==> config.mk <==
export PLATFORM = sky130hd
export DESIGN_NAME = iq_mult_sched
export DESIGN_NICKNAME = d
export VERILOG_FILES = /design/src/rtl/bpsk_pkg.sv /design/src/rtl/sched_timer.sv /design/src/rtl/iq_mult_sched.sv
export SDC_FILE = /design/constraint.sdc
export NUM_CORES = 1
export LEC_CHECK = 0
export CORE_MARGIN = 2
export CORE_UTILIZATION = 53
export DETAILED_ROUTE_END_ITERATION = 12
export DONT_BUFFER_PORTS = 1
export PLACE_DENSITY = 0.68
export SLEW_MARGIN = 0
export SYNTH_ARGS = -nofsm -noshare
export SYNTH_HDL_FRONTEND = slang
export SYNTH_SLANG_ARGS = --single-unit
==> constraint.sdc <==
create_clock -name clk -period 2.5 [get_ports clk]
set_clock_uncertainty 0.05 [all_clocks]
set_input_delay 0.25 -clock clk [delete_from_list [all_inputs] [get_ports clk]]
set_output_delay 0.25 -clock clk [all_outputs]
set_load 0.03 [all_outputs]
==> src/rtl/bpsk_pkg.sv <==
// Shared definitions for the BPSK front-end: fixed-point widths, scheduler defaults
// and the IQ multiply scheduler state encoding.
package bpsk_pkg;

  localparam int SMP_W     = 32;  // signed 8.24 samples and NCO references
  localparam int SMP_FRAC  = 24;
  localparam int PROD_W    = 32;  // signed 16.16 products
  localparam int PROD_FRAC = 16;
  localparam int DROP_W    = 16;

  localparam int MUL_LAT_DEF = 2;
  localparam int TIMEOUT_DEF = 8;

  typedef enum logic [1:0] {
    ST_IDLE    = 2'd0,
    ST_ISSUE_I = 2'd1,
    ST_ISSUE_Q = 2'd2,
    ST_COLLECT = 2'd3
  } sched_state_t;

endpackage

==> src/rtl/sched_timer.sv <==
// Per-operation watchdog (restarted on every result) and the post-reset window
// during which late results from an aborted operation are flushed silently.
module sched_timer
  import bpsk_pkg::*;
#(
  parameter int MUL_LAT = MUL_LAT_DEF,
  parameter int TIMEOUT = TIMEOUT_DEF
) (
  input  logic clk,
  input  logic reset,
  input  logic i_run,
  input  logic i_restart,
  output logic o_expire,
  output logic o_flush
);

  localparam int LIMIT = MUL_LAT + TIMEOUT;
  localparam int TW    = $clog2(LIMIT + 1);
  localparam int FW    = $clog2(MUL_LAT + 2);

  logic [TW-1:0] r_tmo_cnt;
  logic [FW-1:0] r_flush_cnt;
  logic          r_flush;

  // Counts cycles spent busy since issue or since the last result.
  always_ff @(posedge clk) begin
    if (reset || !i_run || i_restart) begin
      r_tmo_cnt <= '0;
    end else begin
      r_tmo_cnt <= r_tmo_cnt + TW'(1);
    end
  end

  assign o_expire = i_run && !i_restart && (r_tmo_cnt == TW'(LIMIT - 1));

  // Open for the first MUL_LAT+1 cycles after reset is released.
  always_ff @(posedge clk) begin
    if (reset) begin
      r_flush     <= 1'b1;
      r_flush_cnt <= '0;
    end else if (r_flush) begin
      r_flush_cnt <= r_flush_cnt + FW'(1);
      if (r_flush_cnt == FW'(MUL_LAT)) begin
        r_flush <= 1'b0;
      end
    end
  end

  assign o_flush = r_flush;

endmodule

==> src/rtl/iq_mult_sched.sv <==
// Schedules the I and Q arm products of one ADC sample onto a shared external multiplier:
// two back-to-back operand beats, two collected results, sticky fault on protocol errors.
module iq_mult_sched
  import bpsk_pkg::*;
#(
  parameter int MUL_LAT = MUL_LAT_DEF,
  parameter int TIMEOUT = TIMEOUT_DEF
) (
  input  logic              clk,
  input  logic              reset,
  input  logic              smp_valid,
  input  logic [SMP_W-1:0]  adc,
  input  logic [SMP_W-1:0]  nco_cos,
  input  logic [SMP_W-1:0]  nco_sin,
  output logic              smp_ready,
  output logic [SMP_W-1:0]  mul_a,
  output logic [SMP_W-1:0]  mul_b,
  output logic              mul_go,
  input  logic              mul_done,
  input  logic [PROD_W-1:0] mul_p,
  output logic [PROD_W-1:0] i_out,
  output logic [PROD_W-1:0] q_out,
  output logic              iq_valid,
  output logic              busy,
  output logic              err,
  output logic [DROP_W-1:0] drop_cnt
);

  sched_state_t      r_state;
  sched_state_t      w_state_nxt;
  logic [1:0]        r_done_cnt;
  logic [SMP_W-1:0]  r_sin;
  logic              r_mul_go;
  logic [SMP_W-1:0]  r_mul_a;
  logic [SMP_W-1:0]  r_mul_b;
  logic [PROD_W-1:0] r_i_out;
  logic [PROD_W-1:0] r_q_out;
  logic              r_iq_valid;
  logic              r_err;
  logic [DROP_W-1:0] r_drop_cnt;

  logic              w_idle;
  logic              w_accept;
  logic              w_done_ok;
  logic              w_done_extra;
  logic              w_done_stray;
  logic              w_complete;
  logic              w_expire;
  logic              w_flush;
  logic              w_timeout;
  logic              w_go_nxt;
  logic [SMP_W-1:0]  w_a_nxt;
  logic [SMP_W-1:0]  w_b_nxt;

  assign w_idle       = (r_state == ST_IDLE);
  assign w_accept     = smp_valid && w_idle;
  assign w_done_ok    = mul_done && !w_idle && (r_done_cnt != 2'd2);
  assign w_done_extra = mul_done && !w_idle && (r_done_cnt == 2'd2);
  assign w_done_stray = mul_done && w_idle && !w_flush;
  // COLLECT lingers one cycle after the second result so iq_valid and IDLE never overlap.
  assign w_complete   = (r_state == ST_COLLECT) && (r_done_cnt == 2'd2);
  assign w_timeout    = w_expire && !w_complete;

  sched_timer #(
    .MUL_LAT (MUL_LAT),
    .TIMEOUT (TIMEOUT)
  ) u_timer (
    .clk       (clk),
    .reset     (reset),
    .i_run     (!w_idle),
    .i_restart (w_done_ok),
    .o_expire  (w_expire),
    .o_flush   (w_flush)
  );

  always_ff @(posedge clk) begin
    if (reset) begin
      r_state <= ST_IDLE;
    end else begin
      r_state <= w_state_nxt;
    end
  end

  always_comb begin
    w_state_nxt = r_state;
    case (r_state)
      ST_IDLE:    if (w_accept) w_state_nxt = ST_ISSUE_I;
      ST_ISSUE_I: w_state_nxt = w_timeout ? ST_IDLE : ST_ISSUE_Q;
      ST_ISSUE_Q: w_state_nxt = w_timeout ? ST_IDLE : ST_COLLECT;
      ST_COLLECT: if (w_complete || w_timeout) w_state_nxt = ST_IDLE;
      default:    w_state_nxt = ST_IDLE;
    endcase
  end

  // Operand beats are set up one cycle ahead so mul_go/mul_a/mul_b leave a register.
  always_comb begin
    w_go_nxt = 1'b0;
    w_a_nxt  = r_mul_a;
    w_b_nxt  = r_mul_b;
    if (w_accept) begin
      w_go_nxt = 1'b1;
      w_a_nxt  = adc;
      w_b_nxt  = nco_cos;
    end else if ((r_state == ST_ISSUE_I) && !w_timeout) begin
      w_go_nxt = 1'b1;
      w_b_nxt  = r_sin;
    end
  end

  always_ff @(posedge clk) begin
    if (reset) begin
      r_mul_go   <= 1'b0;
      r_mul_a    <= '0;
      r_mul_b    <= '0;
      r_sin      <= '0;
      r_done_cnt <= '0;
      r_i_out    <= '0;
      r_q_out    <= '0;
      r_iq_valid <= 1'b0;
      r_err      <= 1'b0;
      r_drop_cnt <= '0;
    end else begin
      r_mul_go <= w_go_nxt;
      r_mul_a  <= w_a_nxt;
      r_mul_b  <= w_b_nxt;
      if (w_accept) begin
        r_sin <= nco_sin;
      end
      if (w_state_nxt == ST_IDLE) begin
        r_done_cnt <= '0;
      end else if (w_done_ok) begin
        r_done_cnt <= r_done_cnt + 2'd1;
      end
      if (w_done_ok && (r_done_cnt == 2'd0)) begin
        r_i_out <= mul_p;
      end
      if (w_done_ok && (r_done_cnt == 2'd1)) begin
        r_q_out <= mul_p;
      end
      r_iq_valid <= w_done_ok && (r_done_cnt == 2'd1);
      if (w_timeout || w_done_extra || w_done_stray) begin
        r_err <= 1'b1;
      end
      if (smp_valid && !w_idle && (r_drop_cnt != '1)) begin
        r_drop_cnt <= r_drop_cnt + DROP_W'(1);
      end
    end
  end

  assign smp_ready = w_idle;
  assign busy      = !w_idle;
  assign mul_go    = r_mul_go;
  assign mul_a     = r_mul_a;
  assign mul_b     = r_mul_b;
  assign i_out     = r_i_out;
  assign q_out     = r_q_out;
  assign iq_valid  = r_iq_valid;
  assign err       = r_err;
  assign drop_cnt  = r_drop_cnt;

endmodule

==> qor.csv <==
stage,metric,value,unit
run_status,outcome,"complete, no violations",
finish,multi-input combinational cell area,0.00312,mm^2
power,total chip power,0.00725,W
setup_path,WS Path Type,register to register,
clock_network,Worst-path clk slew,0.07,ns
route,Post-Route WL,21800,um
finish,Nets,1134,
power,Clock Power Share,37.6,%
setup_path,crit end category,register,
power,switch share,27.8,%
clock_network,Max Root-Sink Buffers,2,
setup_path,Required @ worst endpoint,2.76,ns
finish,area grow syn2layout,30.5,%
die,chip height,121,um
route,Final ANT Viol Nets,0,
setup_path,worst reg2reg setup slack,0.14,ns
synth,count of cell types in the netlist,52,
synth,Syn Area/Cell,8.19,um^2
synth,Mapped Area,0.00719,mm^2
die,site row count,42,
die,Ports,281,
hold_path,min-delay src,reset,
job,max_cap viols,0,
finish,FF/Latch Area,0.00381,mm^2
clock_network,clock sinks,190,
hold_path,Hold Path Class,primary input to register,
clock_network,clk_lat worst skew,0.42,ns
placed_design,Placer Congestion,0.815,
global_route,total grt overflow,0,
global_route,vias in the first global route,6729,
synth,yosys warns,0,
hold_path,WHS Endpoint,drop_cnt[2]$_SDFFE_PP0P_,
setup_path,CP startpoint kind,register,
setup_path,Reg2Reg Launch Point,u_timer.r_tmo_cnt[1]$_SDFF_PP0_,
finish,layout cells sized above 1,7.55,%
timing,endpoints failing setup,0,
finish,# fillers,1000,
setup_path,crit path cell chain,inv_1 > ha_1 > and3b_2 > a31o_4 > a222oi_1 > nor2_1 > dlygate4sd3_1,
setup_path,critical path peak fanout,10,
die,Initial Utilization,54.3,%
finish,cell area after layout,0.00939,mm^2
global_route,GR Util All Layers,28.7,%
power,Reg power frac,50.2,%
timing,Fin Setup TNS,0,ns
power,Leakage,3.57,nW
clock_network,CTS tree,yes,
global_route,pin count of the biggest net entering global routing,121,
timing,Worst Tran Pin Value,0.603,ns
power,Switching Power,0.00201,W
setup_path,CP max-delay cell,dlygate4sd3_1,
clock_network,clk root buf,clkbuf_16,
power,VDD IR max,515,uV
synth,async set or reset register ratio after synthesis,0,%
route,via count,6894,
power,P_int,0.00523,W
global_route,initial antenna violation count,0,
synth,Synthesized Nets,1017,
setup_path,Critical Path Max Stage Delay,0.56,ns
route,drt first pass iters,7,
placed_design,Port-buffer cells,0,
clock_network,H-tree Lvls,4,
route,DRT iter0 DRCs,734,
synth,register bit total from synthesis,190,
synth,Post-synth EDFFs,0,
die,Die W,121,um
setup_path,Critical R2R Capture,mul_b[10]$_SDFFE_PP0P_,
placed_design,DPL Wire Length,12600,um
timing,crit path time final,2.36,ns
synth,most frequently used flop master after synthesis,dfxtp_1,
power,combinational fraction of design power,12.3,%
synth,register area share after synthesis,52.9,%
route,drt wl/cell,18.5,um
power,PD cells,772,mW/mm^2
timing,Max Freq,423,MHz
timing,RSZ-0062 raised after global routing,no,
setup_path,data arrival time of the critical path,2.62,ns
route,DRC errors left,0,
placed_design,Post-DP Area,0.00728,mm^2
clock_network,cts bufs inserted,17,
route,average vias per placed instance,5.83,
die,Core Area,0.0132,mm^2
global_route,first-pass GRT wire length,33100,um
setup_path,FF-to-FF path depth,7,
timing,Final period util,94.6,%
timing,Fin. Hold Viols,0,
timing,Max Slew Vio Count,0,
synth,post-synthesis instance total,878,
hold_path,hold depth,2,
timing,Slew headroom,59.6,%
die,Die Footprint,0.0145,mm^2
finish,number of diodes,0,
-- worst max-delay path by stage --
stage | from | endpoint
2_1_floorplan | drop_cnt[0]$_SDFFE_PP0P_ | drop_cnt[4]$_SDFFE_PP0P_
3_3_place_gp | drop_cnt[2]$_SDFFE_PP0P_ | drop_cnt[7]$_SDFFE_PP0P_
3_5_place_dp | drop_cnt[2]$_SDFFE_PP0P_ | drop_cnt[4]$_SDFFE_PP0P_
4_1_cts | r_done_cnt[0]$_SDFFE_PP0P_ | mul_b[10]$_SDFFE_PP0P_
5_1_grt | drop_cnt[7]$_SDFFE_PP0P_ | drop_cnt[11]$_SDFFE_PP0P_
6_report | u_timer.r_tmo_cnt[1]$_SDFF_PP0_ | mul_b[10]$_SDFFE_PP0P_
-- metal layers --
metal / up-vias / track usage, % / share of wire, %
met5: - / 0 / 0
met4: 0 / 13.1 / 3.5
met3: 64 / 10.2 / 9.1
met2: 383 / 49.5 / 51
met1: 3248 / 31.4 / 37
li1: 3199 / - / -
-- sequential cells by signal (all words and copies together), names as in the netlist --
signal               count
drop_cnt                16
err                      1
i_out                   32
iq_valid                 1
mul_a                   32
mul_b                   32
mul_go                   1
q_out                   32
r_done_cnt               2
r_sin                   32
r_state                  2
u_timer.o_flush          1
u_timer.r_flush_cnt      2
u_timer.r_tmo_cnt        4
-- cells in the final DEF (no fill, tap or decap), types with 2 or more instances in the layout --
cell	n
a211oi_1	5
a21oi_1	140
a222oi_1	19
a311oi_1	12
a311oi_2	2
a31oi_1	2
and2_1	2
and3_1	5
buf_12	3
buf_4	17
bufinv_16	3
clkbuf_1	3
clkbuf_16	18
clkinv_2	3
clkinvlp_4	2
dfxtp_1	187
dfxtp_2	3
dlygate4sd3_1	138
ha_1	6
inv_1	8
mux2_1	3
mux2_2	5
nand2_1	288
nand2b_1	3
nand3_1	10
nand4_1	2
nor2_1	57
nor2b_1	8
nor3_1	5
nor4_1	4
o21ai_0	4
o21ai_1	2
or3_1	2
xnor2_1	3
-- area by class of cell --
cell class | instances | share of cell area [%]
Clock buffer | 21 | 4.80
Clock inverter | 10 | 1.47
Inverter | 9 | 0.360
Multi-Input combinational cell | 617 | 33.2
Sequential cell | 190 | 40.6
Tap cell | 176 | 2.35
Timing Repair Buffer | 160 | 17.3
-- stage by stage --
stage	hold slack (ns)	utilization, %	cells	setup WS (ns)
final	0.0128	70.9	1183	0.135
after global placement	0.285	55.0	1009	0.451
after detailed placement	0.288	55.0	1009	0.379
after CTS	0.000235	70.0	1179	0.0210
after floorplan	0.336	-	878	0.425
after global routing	0.0169	70.9	1183	0.0191
-- power by group through the flow --
| stage | Sequential (W) | Clock (W) | Combinational (W) |
|---|---|---|---|
| 2_1_floorplan | 0.00364 | 0 | 0.000509 |
| 3_3_place_gp | 0.00368 | 0 | 0.000540 |
| 3_5_place_dp | 0.00369 | 0 | 0.000573 |
| 4_1_cts | 0.00362 | 0.00276 | 0.000823 |
| 5_1_grt | 0.00365 | 0.00289 | 0.000982 |
| 6_report | 0.00363 | 0.00272 | 0.000890 |
-- Yosys cell counts (all sizes together) (7+ instances only) --
library cell / number / area (um^2)
a311oi: 14 / 123
a222oi: 19 / 190
inv: 9 / 33.8
clkbuf: 36 / 135
ha: 7 / 87.6
mux2: 8 / 90.1
nor2b: 9 / 56.3
nand2: 289 / 1090
nor2: 57 / 214
buf: 27 / 163
a21oi: 141 / 709
nand3: 11 / 60.1
dfxtp: 190 / 3800
-- what timing repair did --
action	CTS	global route
setup buffers	0	2
endpoints found under the setup margin	0	50
hold buffers	139	0
gates resized for setup	0	17
hold endpoints to repair	178	0
-- kinds of logic (layout without fill, tap and decap cells) --
| logic type | after synthesis | count (layout) | share of synthesized area (%) |
|---|---|---|---|
| AND/OR/NAND/NOR | 401 | 401 | 23.0 |
| multiplexers | 9 | 9 | 1.39 |
| buffers and inverters | 72 | 200 | 4.61 |
| flip-flops | 190 | 190 | 52.9 |
| AO/OA/AOI/OAI | 195 | 196 | 16.4 |
| XOR/XNOR | 4 | 4 | 0.487 |
| adder cells (fa/ha/maj) | 7 | 7 | 1.22 |
-- critical path, delay by kind of cell, from the launching register on --
| kind | cells | cell delay, ns |
|---|---|---|
| AOI/OAI and AO/OA | 2 | 0.70 |
| adders and majority gates | 1 | 0.18 |
| buffers and inverters | 2 | 0.61 |
| DFF | 1 | 0.35 |
| and+or+nand+nor | 2 | 0.34 |
Power figures use the tool's default switching activity.
